## config.mk

```make
export PLATFORM = sky130hd
export DESIGN_NAME = intersection_scheduler
export DESIGN_NICKNAME = d
export VERILOG_FILES = /design/src/rtl/intersection_scheduler.sv
export SDC_FILE = /design/constraint.sdc
export NUM_CORES = 1
export LEC_CHECK = 0
export BUFFER_PORTS_ARGS = -buffer_cell sky130_fd_sc_hd__clkbuf_2
export CAP_MARGIN = 20
export CORE_AREA = 2 2 49 51
export DETAILED_ROUTE_END_ITERATION = 8
export DIE_AREA = 0 0 51 53
export GPL_TIMING_DRIVEN = 0
export HOLD_SLACK_MARGIN = 0.06
export PLACE_DENSITY = 0.79
export SYNTH_ARGS = -nofsm -noshare
export SYNTH_HDL_FRONTEND = slang
export SYNTH_SLANG_ARGS = --single-unit
```

## constraint.sdc

```tcl
create_clock -name clk -period 5.8 [get_ports clk]
set_clock_uncertainty 0.2 [all_clocks]
set_input_delay 0.58 -clock clk [delete_from_list [all_inputs] [get_ports clk]]
set_output_delay 0.58 -clock clk [all_outputs]
set_load 0.05 [all_outputs]
```

## src/rtl/intersection_scheduler.sv

```systemverilog
// NS/EW intersection phase sequencer with latched pedestrian walk grants.
// Optional flashing-yellow night mode when NIGHT_FLASH_EN is defined.
module intersection_scheduler #(
  parameter int GREEN_TIME  = 14,
  parameter int YELLOW_TIME = 2,
  parameter int ALLRED_TIME = 1,
  parameter int WALK_TIME   = 5,
  parameter int CNT_WIDTH   = 5
) (
  input  logic                 clk,
  input  logic                 rst,
  input  logic                 en,
`ifdef NIGHT_FLASH_EN
  input  logic                 night_mode,
`endif
  input  logic                 ped_req_ns,
  input  logic                 ped_req_ew,
  output logic [2:0]           ns_light,
  output logic [2:0]           ew_light,
  output logic                 walk_ns,
  output logic                 walk_ew,
  output logic [CNT_WIDTH-1:0] count_out,
  output logic                 phase_last,
  output logic [2:0]           state_out
);

  typedef enum logic [2:0] {
    IDLE      = 3'd0,
    NS_GREEN  = 3'd1,
    NS_YELLOW = 3'd2,
    ALLRED1   = 3'd3,
    EW_GREEN  = 3'd4,
    EW_YELLOW = 3'd5,
    ALLRED2   = 3'd6,
    FLASH     = 3'd7
  } state_t;

  localparam logic [CNT_WIDTH-1:0] T_G    = CNT_WIDTH'(GREEN_TIME);
  localparam logic [CNT_WIDTH-1:0] T_Y    = CNT_WIDTH'(YELLOW_TIME);
  localparam logic [CNT_WIDTH-1:0] T_AR   = CNT_WIDTH'(ALLRED_TIME);
  localparam logic [CNT_WIDTH-1:0] T_WEND = CNT_WIDTH'(GREEN_TIME - WALK_TIME);
  localparam logic [CNT_WIDTH-1:0] ONE    = CNT_WIDTH'(1);
  localparam logic                 WALK_ON = (WALK_TIME > 0);

  localparam logic [2:0] RED = 3'b100;
  localparam logic [2:0] YEL = 3'b010;
  localparam logic [2:0] GRN = 3'b001;
  localparam logic [2:0] OFF = 3'b000;

  state_t               state;
  state_t               state_n;
  logic [CNT_WIDTH-1:0] count_n;
  logic [2:0]           ns_n;
  logic [2:0]           ew_n;
  logic                 walk_ns_n;
  logic                 walk_ew_n;
  logic                 lat_ns;
  logic                 lat_ew;
  logic                 lat_ns_n;
  logic                 lat_ew_n;
  logic                 night;
  logic                 last;
  logic                 enter;

`ifdef NIGHT_FLASH_EN
  assign night = night_mode;
`else
  assign night = 1'b0;
`endif

  assign last       = (count_out == '0);
  assign phase_last = last && (state != IDLE) && (state != FLASH);
  assign state_out  = state;

  always_ff @(posedge clk) begin
    if (rst) begin
      state     <= IDLE;
      count_out <= '0;
      ns_light  <= RED;
      ew_light  <= RED;
      walk_ns   <= 1'b0;
      walk_ew   <= 1'b0;
      lat_ns    <= 1'b0;
      lat_ew    <= 1'b0;
    end else begin
      state     <= state_n;
      count_out <= count_n;
      ns_light  <= ns_n;
      ew_light  <= ew_n;
      walk_ns   <= walk_ns_n;
      walk_ew   <= walk_ew_n;
      lat_ns    <= lat_ns_n;
      lat_ew    <= lat_ew_n;
    end
  end

  always_comb begin
    state_n = state;
    if (en) begin
      unique case (state)
        IDLE:      state_n = night ? FLASH : NS_GREEN;
        NS_GREEN:  if (last) state_n = NS_YELLOW;
        NS_YELLOW: if (last) state_n = ALLRED1;
        ALLRED1:   if (last) state_n = night ? FLASH : EW_GREEN;
        EW_GREEN:  if (last) state_n = EW_YELLOW;
        EW_YELLOW: if (last) state_n = ALLRED2;
        ALLRED2:   if (last) state_n = night ? FLASH : NS_GREEN;
        FLASH:     if (!night) state_n = ALLRED2;
      endcase
    end
    enter = en && (state_n != state);

    count_n = count_out;
    if (enter) begin
      unique case (state_n)
        NS_GREEN, EW_GREEN:   count_n = T_G;
        NS_YELLOW, EW_YELLOW: count_n = T_Y;
        ALLRED1, ALLRED2:     count_n = T_AR;
        default:              count_n = '0;
      endcase
    end else if (en && !last) begin
      count_n = count_out - ONE;
    end

    ns_n = ns_light;
    ew_n = ew_light;
    if (en) begin
      ns_n = RED;
      ew_n = RED;
      unique case (state_n)
        NS_GREEN:  ns_n = GRN;
        NS_YELLOW: ns_n = YEL;
        EW_GREEN:  ew_n = GRN;
        EW_YELLOW: ew_n = YEL;
        FLASH: begin
          // flash starts lit, then alternates every tick
          ns_n = (enter || ns_light != YEL) ? YEL : OFF;
          ew_n = ns_n;
        end
        default: ;
      endcase
    end

    // a request seen on the grant edge is consumed, not re-latched
    walk_ns_n = walk_ns;
    walk_ew_n = walk_ew;
    lat_ns_n  = lat_ns | ped_req_ns;
    lat_ew_n  = lat_ew | ped_req_ew;
    if (en) begin
      if (state_n != NS_GREEN) begin
        walk_ns_n = 1'b0;
      end else if (enter) begin
        if (lat_ns || ped_req_ns) begin
          walk_ns_n = WALK_ON;
          lat_ns_n  = 1'b0;
        end
      end else if (count_n == T_WEND) begin
        walk_ns_n = 1'b0;
      end

      if (state_n != EW_GREEN) begin
        walk_ew_n = 1'b0;
      end else if (enter) begin
        if (lat_ew || ped_req_ew) begin
          walk_ew_n = WALK_ON;
          lat_ew_n  = 1'b0;
        end
      end else if (count_n == T_WEND) begin
        walk_ew_n = 1'b0;
      end
    end
  end

endmodule

```

* Word-level counts from Yosys, hierarchy flattened *
Cells that the tools add are included.

storage, ports and cells
  flip-flop bits (word level) = 18
  input bits = 5
  word-level logic and storage cells = 80

cells by class
  add/sub/neg operators = 1
  equal/unequal tests = 22
  mux-type cells = 29
  bitwise gates (word level) = 2
  reduce and logical (&&, ||, !) cells = 18

operators with widths
  kind                 count
  $eq 3x3->1 const B   8
  $pmux 3 s8           1
  $mux 3               7
  $pmux 3 s3           2
  $mux 1               15
  $eq 3x2->1 const B   4
  $pmux 4 s3           1
  $mux 5               2
  $ne 3x1->1 const B   3
  $reduce_bool 3->1    3
  $eq 3x1->1 const B   2
  $ne 3x3->1 const B   2
  $reduce_and 3->1     2
  $reduce_or 2->1      3
  $eq 5x4->1 const B   1
  $logic_not 5->1      1
  $sub 5x1->5 const B  1
  $logic_and 1x1->1    4
  $logic_not 3->1      1
  $logic_or 1x1->1     3
  $ne 3x2->1 const B   1
  $ne 3x3->1           1
  $mux 2               1
  $or 1x1->1           2
  $logic_not 1->1      1

* Depth between registers and ports, before layout *
  depth in word-level cells = 12
  mapped depth = 8
  gate-level depth less buffers = 7

* Worst setup path after synthesis *
Ideal clock, no wire load.

  kind = register to output
  start point = register count_out[0]
  end point = output port phase_last
  data arrival time = 2.541 ns
  required time = 5.020 ns
  slack = 2.479 ns
  stages on the path, launching flop included = 6
  cell sequence = dfxtp_1 -> inv_1 -> ha_1 -> or4b_1 -> buf_2 -> nor3_1

between the ends
  longest elaborated chain between the ends = 3

RTL lines
  element                         RTL line  text
  start: declaration              22        output logic [CNT_WIDTH-1:0] count_out,
  start signal: assignment        87        count_out <= count_n;
  $logic_not 5->1                 71        assign last = (count_out == '0);
  $logic_and 1x1->1 (2 in a row)  72        assign phase_last = last && (state != IDLE) && (state != FLASH);
  end: declaration                23        output logic phase_last,

Every way passes these cells.

* Worst setup path in the final report *
Same ends and word-level chain as after synthesis.

==> results_dict.tcl <==
set metrics [dict create \
    ys_warn_count 0 \
    synth-seq-area-share 0.303 \
    power_uw 374 \
    ys_async_sr_fraction 0 \
    clkTransAtPathRegs_ns 0.12 \
    seq_area_um2 360 \
    numPortBuffers 21 \
    rsz0062_at_grt "false" \
    clock.fmax_ghz 0.341 \
    drv_cap 0 \
    first_global_vias 992 \
    grt_pass1_wl_um 4570 \
    syn-cell-area_um2 1190 \
    gp_congestion 0.892 \
    cts_made_buffers 3 \
    synth_common_cells "dfxtp_1, nor2_1, a21oi_1, clkbuf_1, nand2b_1" \
    die_w_um 51 \
    synth_edf_count 0 \
    htreeDepth 1 \
    start_kind "register" \
    status "complete, no violations" \
    yosys.cell_types.count 46 \
    synth_top_area_cell "dfxtp_1" \
    postCtsResizedCells 0 \
    stdcell_area_um2 1360 \
    clock-root-buffer "clkbuf_4" \
    antenna_found_initial 0 \
    critPathMaxFanout 7 \
    io-pin-count 22 \
    grt_usage 0.230 \
    synthTopCellsByArea "dfxtp_1, nand2b_1, nor2_1" \
    power_density_nw_per_um2 274 \
    vias 1224 \
    via_per_inst 6.06 \
    slew_viol_final 0 \
    hold_buffers 0 \
    clock_latency_ns 0.31 \
    post-cts-setup-buffers 0 \
    synth-main-ff-cell "dfxtp_1" \
    ys_seq_elements 18 \
    num_rows 17 \
    routedWlPerCell_um 13.9 \
    final.setup.tns_ns 0 \
    tritoncts "done" \
    hold_violations 0 \
    wl_um 2810 \
    hold_depth 2 \
    nets 182 \
    hold_ws_ns 0.282 \
    drive_gt1_frac 0.178 \
    diodes 0 \
    arrival_ns 2.15 \
    cp.required_ns 5.02 \
    post-route-util 0.635 \
    finalSetupViolCount 0 \
    r2r_cells 8 \
    synth_fp_nets 156 \
    slew_headroom 0.637 \
    cts_max_path_buffers 2 \
    post-dp-hpwl_um 2090 \
    worst-setup-path-type "reg2out" \
    worstPathCellList "inv_1 > ha_1 > or4b_1 > buf_2 > nor3_1 > clkbuf_2" \
    cpPeakStageDelay_ns 0.43 \
    yosysTopAreaCellShare 0.303 \
    dpl_cell_area_um2 1330 \
    dieArea_um2 2700 \
    syn_to_final_growth_pct 14.9 \
    total_leakage_power_nw 0.531 \
    grt-ovfl-total 0 \
    cts_sinks 18 \
    synth.most_common_cell "dfxtp_1" \
    multi_input_area_um2 769 \
    start_util 0.553 \
    finalCriticalPeriod_ns 2.93 \
    worst_slew_pin_slew_ns 0.543 \
    drc 0 \
    core_um2 2150 \
    firstDrtPassIters 4 \
    drtIter0Drc 65 \
    finalCritPeriodShare 0.505 \
    postSynthAreaPerCell_um2 7.97 \
    ir_worst_vdd_v 0.000190 \
    die_h_um 53 \
    grt_max_degree 11 \
    antenna_left 0 \
    endpoint_kind "primary output" \
    hold_class "reg2reg" \
    slowest_stage "or4b_1" \
    netlist_instances 149 \
    fillers 188 \
]
## cells by family after synthesis
kind of cell	count (synthesis)	synth area share
AOI/OAI and AO/OA	38	0.227
xor gates and xnor gates	2	0.0148
adders and majority gates	2	0.0211
buffers and inverters	15	0.0485
DFF	18	0.303
muxes	4	0.0337
and+or+nand+nor	70	0.352
## power breakdown
group / switching (mW) / leakage [nW] / total, mW / internal [mW]
sequential: 0.0122 / 0.148 / 0.146 / 0.134
combinational: 0.0970 / 0.362 / 0.145 / 0.0478
clock: 0.0447 / 0.0210 / 0.0831 / 0.0384
## layer usage
metal / routed length (um) / track usage / vias up
li1: - / - / 607
met1: 1250 / 0.299 / 551
met2: 1280 / 0.357 / 56
met3: 221 / 0.0452 / 10
met4: 60 / 0.126 / 0
met5: 0 / 0 / -
## worst paths after layout
kind                       startpoint                        to  slack (ns)
min reg2reg  ew_light[1]$_SDFFE_PP0P_  ew_light[1]$_SDFFE_PP0P_        0.28
max reg2reg   count_out[0]$_SDFF_PP0_      walk_ns$_SDFFE_PP0P_        3.30
max           count_out[0]$_SDFF_PP0_                phase_last        2.87
min          ew_light[1]$_SDFFE_PP0P_  ew_light[1]$_SDFFE_PP0P_        0.28
## critical path: cells and delay by family (launching register included)
kind          cells  cell delay (ns)
buf+inv           3             0.63
simple gates      2             0.62
flops             1             0.36
fa+ha+maj         1             0.22
## state kept, by name (all words and copies together) (netlist names)
signal	count
lat_ns	1
ns_light	3
walk_ns	1
ew_light	3
count_out	5
lat_ew	1
walk_ew	1
state_out	3
## cell usage in the layout, fill, tap and decap left out, types with 5 or more instances in the layout
master,count
o21ai_0,7
dfxtp_1,18
nand2_1,5
nor3_1,7
clkbuf_1,9
a21oi_1,9
nor2_1,15
nand2b_1,9
clkbuf_2,21
nor2b_1,6
nand3b_1,6
nand3_1,7
## final cells by class
type | instances | share of cell area
clock buffer | 4 | 0.0266
buffer | 12 | 0.0339
multi-input combinational | 116 | 0.564
sequential | 18 | 0.264
inverter | 3 | 0.00826
tap | 28 | 0.0257
timing repair buffer | 21 | 0.0771
## metrics by stage
stage | setup slack [ns] | cells
5_1_grt | 2.71 | 202
6_report | 2.87 | 202
3_5_place_dp | 3.24 | 198
2_1_floorplan | 2.48 | 149
3_3_place_gp | 3.24 | 198
4_1_cts | 2.86 | 202
No activity file was read; power rests on OpenSTA's default activity.
